File: config.mk
export PLATFORM = sky130hd
export DESIGN_NAME = reorder_buffer
export DESIGN_NICKNAME = d
export VERILOG_FILES = /design/src/rtl/reorder_buffer.sv
export SDC_FILE = /design/constraint.sdc
export NUM_CORES = 1
export LEC_CHECK = 0
export ABC_AREA = 1
export BUFFER_PORTS_ARGS = -buffer_cell sky130_fd_sc_hd__buf_2
export CAP_MARGIN = 25
export CELL_PAD_IN_SITES_DETAIL_PLACEMENT = 0
export CELL_PAD_IN_SITES_GLOBAL_PLACEMENT = 1
export CORE_MARGIN = 2
export CORE_UTILIZATION = 45
export CTS_CLUSTER_SIZE = 30
export DETAILED_ROUTE_END_ITERATION = 16
export PLACE_DENSITY = 0.9
export SLEW_MARGIN = 25
export SYNTH_ARGS = -nofsm -noshare
export SYNTH_HDL_FRONTEND = slang
export SYNTH_SLANG_ARGS = --single-unit
File: constraint.sdc
create_clock -name clk -period 3.4 [get_ports clk]
set_clock_uncertainty 0.15 [all_clocks]
set_input_delay 0.34 -clock clk [delete_from_list [all_inputs] [get_ports clk]]
set_output_delay 0.34 -clock clk [all_outputs]
set_load 0.02 [all_outputs]
File: src/rtl/reorder_buffer.sv
// Circular reorder buffer: hands out rename tags at dispatch, collects CDB results,
// and retires entries in order through the register file's shared load/allocate port.
module reorder_buffer #(
    parameter int DEPTH = 8,
    parameter int TAG_W = 3
) (
    input  logic             clk,
    input  logic             rst,
    input  logic             alloc_req,
    input  logic [4:0]       alloc_dest,
    output logic             alloc_ready,
    output logic [TAG_W-1:0] alloc_tag,
    input  logic             cdb_valid,
    input  logic [TAG_W-1:0] cdb_tag,
    input  logic [31:0]      cdb_data,
    input  logic [TAG_W-1:0] qry_tag_a,
    input  logic [TAG_W-1:0] qry_tag_b,
    output logic             qry_rdy_a,
    output logic             qry_rdy_b,
    output logic [31:0]      qry_val_a,
    output logic [31:0]      qry_val_b,
    input  logic             flush,
    output logic             rf_load,
    output logic             rf_allocate,
    output logic [4:0]       rf_dest,
    output logic [31:0]      rf_in,
    output logic [TAG_W-1:0] rf_tag,
    output logic             empty,
    output logic             full
);

    localparam int CNT_W = TAG_W + 1;

    logic [DEPTH-1:0] busy_r;
    logic [DEPTH-1:0] done_r;
    logic [4:0]       dest_r  [DEPTH];
    logic [31:0]      value_r [DEPTH];
    logic [TAG_W-1:0] head_r;
    logic [TAG_W-1:0] tail_r;
    logic [CNT_W-1:0] count_r;
    logic             ready_r;
    logic             commit_en_s;
    logic             alloc_fire_s;

    // Commit owns the regfile port whenever the head is retirable; allocation waits.
    assign commit_en_s  = busy_r[head_r] && done_r[head_r] && !flush;
    assign full         = (count_r == CNT_W'(DEPTH));
    assign empty        = (count_r == {CNT_W{1'b0}});
    assign alloc_ready  = ready_r && !full && !commit_en_s && !flush;
    assign alloc_fire_s = alloc_req && alloc_ready;
    assign alloc_tag    = tail_r;
    assign rf_tag       = tail_r;
    assign rf_load      = commit_en_s;
    assign rf_allocate  = alloc_fire_s;
    assign rf_in        = value_r[head_r];

    assign qry_rdy_a = busy_r[qry_tag_a] && done_r[qry_tag_a];
    assign qry_rdy_b = busy_r[qry_tag_b] && done_r[qry_tag_b];
    assign qry_val_a = value_r[qry_tag_a];
    assign qry_val_b = value_r[qry_tag_b];

    // Shared destination port mux: retiring entry first, then the dispatching instruction.
    always_comb begin
        rf_dest = 5'd0;
        if (commit_en_s) begin
            rf_dest = dest_r[head_r];
        end else if (alloc_fire_s) begin
            rf_dest = alloc_dest;
        end else begin
            rf_dest = 5'd0;
        end
    end

    // Entry storage, pointers and occupancy; flush discards everything in flight.
    always_ff @(posedge clk or negedge rst) begin
        if (!rst) begin
            busy_r  <= {DEPTH{1'b0}};
            done_r  <= {DEPTH{1'b0}};
            head_r  <= {TAG_W{1'b0}};
            tail_r  <= {TAG_W{1'b0}};
            count_r <= {CNT_W{1'b0}};
            ready_r <= 1'b0;
            for (int i = 0; i < DEPTH; i++) begin
                dest_r[i]  <= 5'd0;
                value_r[i] <= 32'd0;
            end
        end else if (flush) begin
            busy_r  <= {DEPTH{1'b0}};
            done_r  <= {DEPTH{1'b0}};
            head_r  <= {TAG_W{1'b0}};
            tail_r  <= {TAG_W{1'b0}};
            count_r <= {CNT_W{1'b0}};
            ready_r <= 1'b1;
        end else begin
            ready_r <= 1'b1;
            if (cdb_valid && busy_r[cdb_tag]) begin
                value_r[cdb_tag] <= cdb_data;
                done_r[cdb_tag]  <= 1'b1;
            end
            // Commit clears come after writeback so a retiring entry always ends idle.
            if (commit_en_s) begin
                busy_r[head_r] <= 1'b0;
                done_r[head_r] <= 1'b0;
                head_r         <= head_r + TAG_W'(1);
                count_r        <= count_r - CNT_W'(1);
            end else if (alloc_fire_s) begin
                busy_r[tail_r] <= 1'b1;
                done_r[tail_r] <= 1'b0;
                dest_r[tail_r] <= alloc_dest;
                tail_r         <= tail_r + TAG_W'(1);
                count_r        <= count_r + CNT_W'(1);
            end
        end
    end

endmodule
**After elaboration in Yosys (flattened, before gate mapping)**

Cells that the tools add are included.
Widths: inputs -> output; s select.

- Register bits after elaboration: 323
- Logic and storage cells: 137

- $add $sub $neg: 4
- Order comparisons: 15
- Equal/unequal tests: 2
- Muxes and demuxes: 56
- Bitwise gates (word level): 14
- Reductions and logical operators: 24

Operators with widths:

| cell | count |
|---|---|
| $bmux 32 s3 | 3 |
| $bwmux 256 | 1 |
| $mux 32 | 7 |
| $demux 32 s3 | 1 |
| $mux 8 | 8 |
| $bwmux 40 | 1 |
| $mux 5 | 5 |
| $and 8x8->8 | 3 |
| $bmux 1 s3 | 7 |
| $ge 4x4->1 const B | 5 |
| $lt 3x4->1 const B | 5 |
| $not 3->4 | 5 |
| $not 8->8 | 2 |
| $or 8x8->8 | 2 |
| $bmux 5 s3 | 1 |
| $demux 5 s3 | 1 |
| $mux 3 | 5 |
| $logic_and 1x1->1 | 14 |
| $mux 4 | 3 |
| $mux 1 | 10 |
| $demux 1 s3 | 3 |
| $ge 3x1->1 const B | 3 |
| $lt 4x1->1 const B | 2 |
| $add 3x1->3 const B | 2 |
| 11 further kinds | 16 |

**Longest topological paths before layout**

- Depth in word-level cells: 11
- Depth in mapped cells: 19

**Worst setup path after synthesis**

No wires, ideal clock.

- Kind: reg-to-reg
- From: register head_r[0]
- To: register count_r[3]
- Library setup time: 0.121 ns
- Data arrival time: 2.297 ns
- Data required time: 3.129 ns
- Setup slack: 0.833 ns
- Stages on the path, launching flop included: 20
- Buffers on the path: 1
- Cells stage by stage: dfrtp_1 > buf_4 > inv_4 > nand2_1 > nand2_1 > nand2_1 > nand2_1 > nand2_1 > nand2_1 > nand3_2 > inv_1 > ha_1 > a21oi_1 > nand2_1 > nand2_1 > nand2_1 > inv_1 > nand4_1 > nand2_1 > o21ai_1

- Longest elaborated chain between the ends: 9

Ends and longest elaborated chain:

| item | RTL line | source |
|---|---|---|
| start: declaration | 38 | `logic [TAG_W-1:0] head_r;` |
| start signal: assignment | 79 | `head_r <= {TAG_W{1'b0}};` |
| start signal: assignment | 90 | `head_r <= {TAG_W{1'b0}};` |
| start signal: assignment | 104 | `head_r <= head_r + TAG_W'(1);` |
| $bmux 1 s3 | 46 | `assign commit_en_s = busy_r[head_r] && done_r[head_r] && !flush;` |
| $mux 1 (not written as such) | 46 |  |
| $logic_and 1x1->1 * (2 in series) | 46 |  |
| named net rf_load | 23 | `output logic rf_load,` |
| $logic_not 1->1 | 49 | `assign alloc_ready = ready_r && !full && !commit_en_s && !flush;` |
| $logic_and 1x1->1 (2 in series) | 49 |  |
| $logic_and 1x1->1 | 50 | `assign alloc_fire_s = alloc_req && alloc_ready;` |
| $reduce_bool 3->1 (no line) | - |  |
| end signal: assignment | 81 | `count_r <= {CNT_W{1'b0}};` |
| end signal: assignment | 92 | `count_r <= {CNT_W{1'b0}};` |
| end signal: assignment | 105 | `count_r <= count_r - CNT_W'(1);` |
| end: declaration | 40 | `logic [CNT_W-1:0] count_r;` |

The timed path passes the listed nets; every way through them passes the cells marked *. The select of a mux whose other input is x is not followed.
A chain may end at the register's enable or synchronous reset.

**Worst setup path after layout**

- From: register head_r[0]
- To: output port rf_in[0]

- Longest elaborated chain between the ends: 4

Ends and longest elaborated chain:

| item | RTL line | source |
|---|---|---|
| $not 3->4 (not written as such) | 55 | `assign rf_in = value_r[head_r];` |
| $bmux 32 s3 | 55 |  |
| $mux 32 (not written as such) (2 in series) | 55 |  |
| end: declaration | 26 | `output logic [31:0] rf_in,` |

No other way between the ends. The select of a mux whose other input is x is not followed.

==> reports/results.tsv <==
metric	value	unit
drive_gt1_frac	0.143	
core_area	43300	sq um
syn_inst	2687	
critPathArrivalTime	2770	ps
fin_crit	3260	ps
fin_util	0.515	
rows	76	
path_class	reg2out	
ioPinCount	165	
antenna_found_initial	0	
post-place-ws	467	ps
max_cap_violations	0	
cp.required	2910	ps
finalInstanceArea	22300	sq um
drtPass1Iterations	6	
ys_ff_latch	323	
max_slew_margin	0.378	
drtIter0Drc	2480	
seq_area_frac_synth	0.408	
slew_viol_final	0	
die_y	214	microns
hold_viol	0	
crit_path_end_kind	output pin	
cts_root_buffer	clkbuf_16	
min-delay-start	cdb_data[2]	
critPathLaunchType	flop	
grt_pass1_wl	108000	microns
final_nets	2797	
route.vias.total	20200	
dieWidth	214	microns
yosysWarnings	0	
gr-total-overflow	0	
crit_start	head_r[0]	
grt_pass1_vias	19200	
fmax	307	MHz
gp_congestion	0.906	
cellPowerDensity	472	nW/um^2
vias_per_cell	6.03	
numPortBuffers	164	
worstMarginPinSlew	929	ps
grt_max_degree	145	
final_cell_count_no_fill	3354	
start_util	0.458	
peakVddDrop	0.296	mV
clock_latency	560	ps
layout_setup_ws	142	ps
path_clk_slew	60	ps
finalSetupViolCount	0	
wl	69400	microns
r2r-start	head_r[0]	
dpl-instance-area	20900	sq um
hold_path_class	in2reg	
synth_area	19800	sq um
syn_to_final_growth	12.6	%
clock-sinks	323	
numCtsBuffers	39	
htreeDepth	2	
status	complete, no violations	
insertedDiodeCount	0	
rsz0062_at_grt	no	
finalSetupTns	0	ps
worstHoldPathCells	3	
cts_tree	built	
gr-usage-all-layers	0.303	
ys_types	39	
worstPathMaxFanout	40	
post-route-period-util	0.958	
rr_worst_depth	18	
power_leakage	10.2	nW
ant_nets	0	
route.detailed.drc	0	
wl_per_cell	20.7	microns
placed_cells	3275	
dpl.hpwl	41500	microns
postCtsSetupBuffers	0	
synth_fp_nets	2743	
synth.avg_cell_area	7.37	sq um
die_area	45700	sq um
clockBufferDepth	3	
## report_power, final
part / switching (mW) / internal, mW / leakage (nW)
combinational: 1.14 / 0.553 / 5.09
clock: 1.72 / 2.64 / 0.656
sequential: 0.290 / 4.18 / 4.43
## Yosys cell counts (all sizes together)
cell type | n | area, sq um
o221ai | 8 | 70.1
a221oi | 9 | 78.8
a31oi | 64 | 400
conb | 1 | 3.75
clkinv | 4 | 15.0
buf | 80 | 729
a21oi | 218 | 1090
fa | 1 | 20.0
ha | 4 | 50.1
xor2 | 1 | 8.76
a211oi | 5 | 37.5
dfrtp | 323 | 8080
nor2 | 177 | 797
o211ai | 71 | 533
inv | 178 | 673
o21bai | 1 | 7.51
xnor2 | 1 | 8.76
nand2 | 592 | 2250
clkbuf | 141 | 531
nand3 | 39 | 240
nor3 | 8 | 60.1
nand4 | 10 | 77.6
o22ai | 20 | 125
o21ai | 731 | 3910
## kinds of logic (layout without fill, tap and decap cells)
logic type               count (synthesis)  count (layout)  share of synthesized area
other                                    1               1                   0.000189
AO/OA/AOI/OAI                         1127            1127                      0.316
flip-flops                             323             323                      0.408
AND/OR/NAND/NOR                        826             826                      0.173
buffers and inverters                  403             485                     0.0984
XOR/XNOR                                 2               2                   0.000885
adder cells (fa/ha/maj)                  5               5                    0.00354
## state kept, by name, indices dropped and copies added (netlist names)
| name | flops |
|---|---|
| value_r | 256 |
| dest_r | 40 |
| busy_r | 8 |
| done_r | 8 |
| count_r | 4 |
| alloc_tag | 3 |
| head_r | 3 |
| ready_r | 1 |
## cell type report
class,count,area [sq um]
clock inverters,11,136
flip-flops and latches,323,8090
clock buffers,58,1190
well taps,585,732
repair buffers,234,1670
inverters,182,691
multi-input cells,1961,9790
fillers,4141,21000
## cell usage in the layout, fill, tap and decap left out, types with 2 or more instances in the layout
cell type and instances:
nand3_4 2, nor2_1 167, nor3_1 4, a211oi_1 5, o22ai_1 20, clkbuf_16 41
nor3_2 4, o21ai_2 67, bufinv_16 3, a21oi_1 218, nor2_8 8, buf_12 20
o21ai_1 128, dfrtp_1 322, clkinv_1 3, buf_2 159, dlygate4sd3_1 9, clkbuf_1 7
nand2_1 588, a31oi_1 64, inv_2 9, buf_8 2, nand2_4 4, inv_1 166
nand3_1 30, o21ai_0 536, inv_4 2, buf_4 42, clkbuf_8 10, clkinv_2 8
nand3_2 7, o211ai_1 71, ha_1 4, o221ai_1 8, a221oi_1 9, nand4_1 9
## repair_timing
item / in CTS / in global routing
cloned: 0 / 0
resized for setup: 1 / 2
hold buffers: 9 / 0
hold endpoints to repair: 103 / 0
setup endpoints to repair: 17 / 15
## worst paths after layout
path	endpoint	slack, ps
worst min register to register	value_r[76]	330
min in group asynchronous	value_r[200]	200
worst min-delay path	value_r[194]	10
max in group asynchronous	value_r[58]	2060
worst max-delay path	rf_in[0]	140
worst max register to register	count_r[3]	390
## worst max-delay path: stages, from the launching register on
cell and delay [ps]:
dfrtp_4 550, inv_4 250, buf_8 310, nand2_1 90
clkinv_1 80, buf_6 340, a21oi_1 130, o211ai_1 200
buf_2 240
## metrics by stage
step / hold WS (ps) / power [mW]
after global placement: 197 / 6.13
after floorplan: -106 / 5.57
after global routing: 40.0 / 11.0
after detailed placement: 203 / 6.19
final: 13.0 / 10.5
after CTS: 5.51 / 10.6
## layer usage
metal | share of wire | vias to the layer above | routed length [microns] | track usage
met4 | 0.031 | 0 | 2180 | 0.118
met2 | 0.46 | 1129 | 32100 | 0.489
met3 | 0.10 | 177 | 6940 | 0.0627
met5 | 0 | - | 0 | 0
li1 | - | 9284 | - | -
met1 | 0.41 | 9637 | 28200 | 0.402
(Power assumes the default switching activity.)
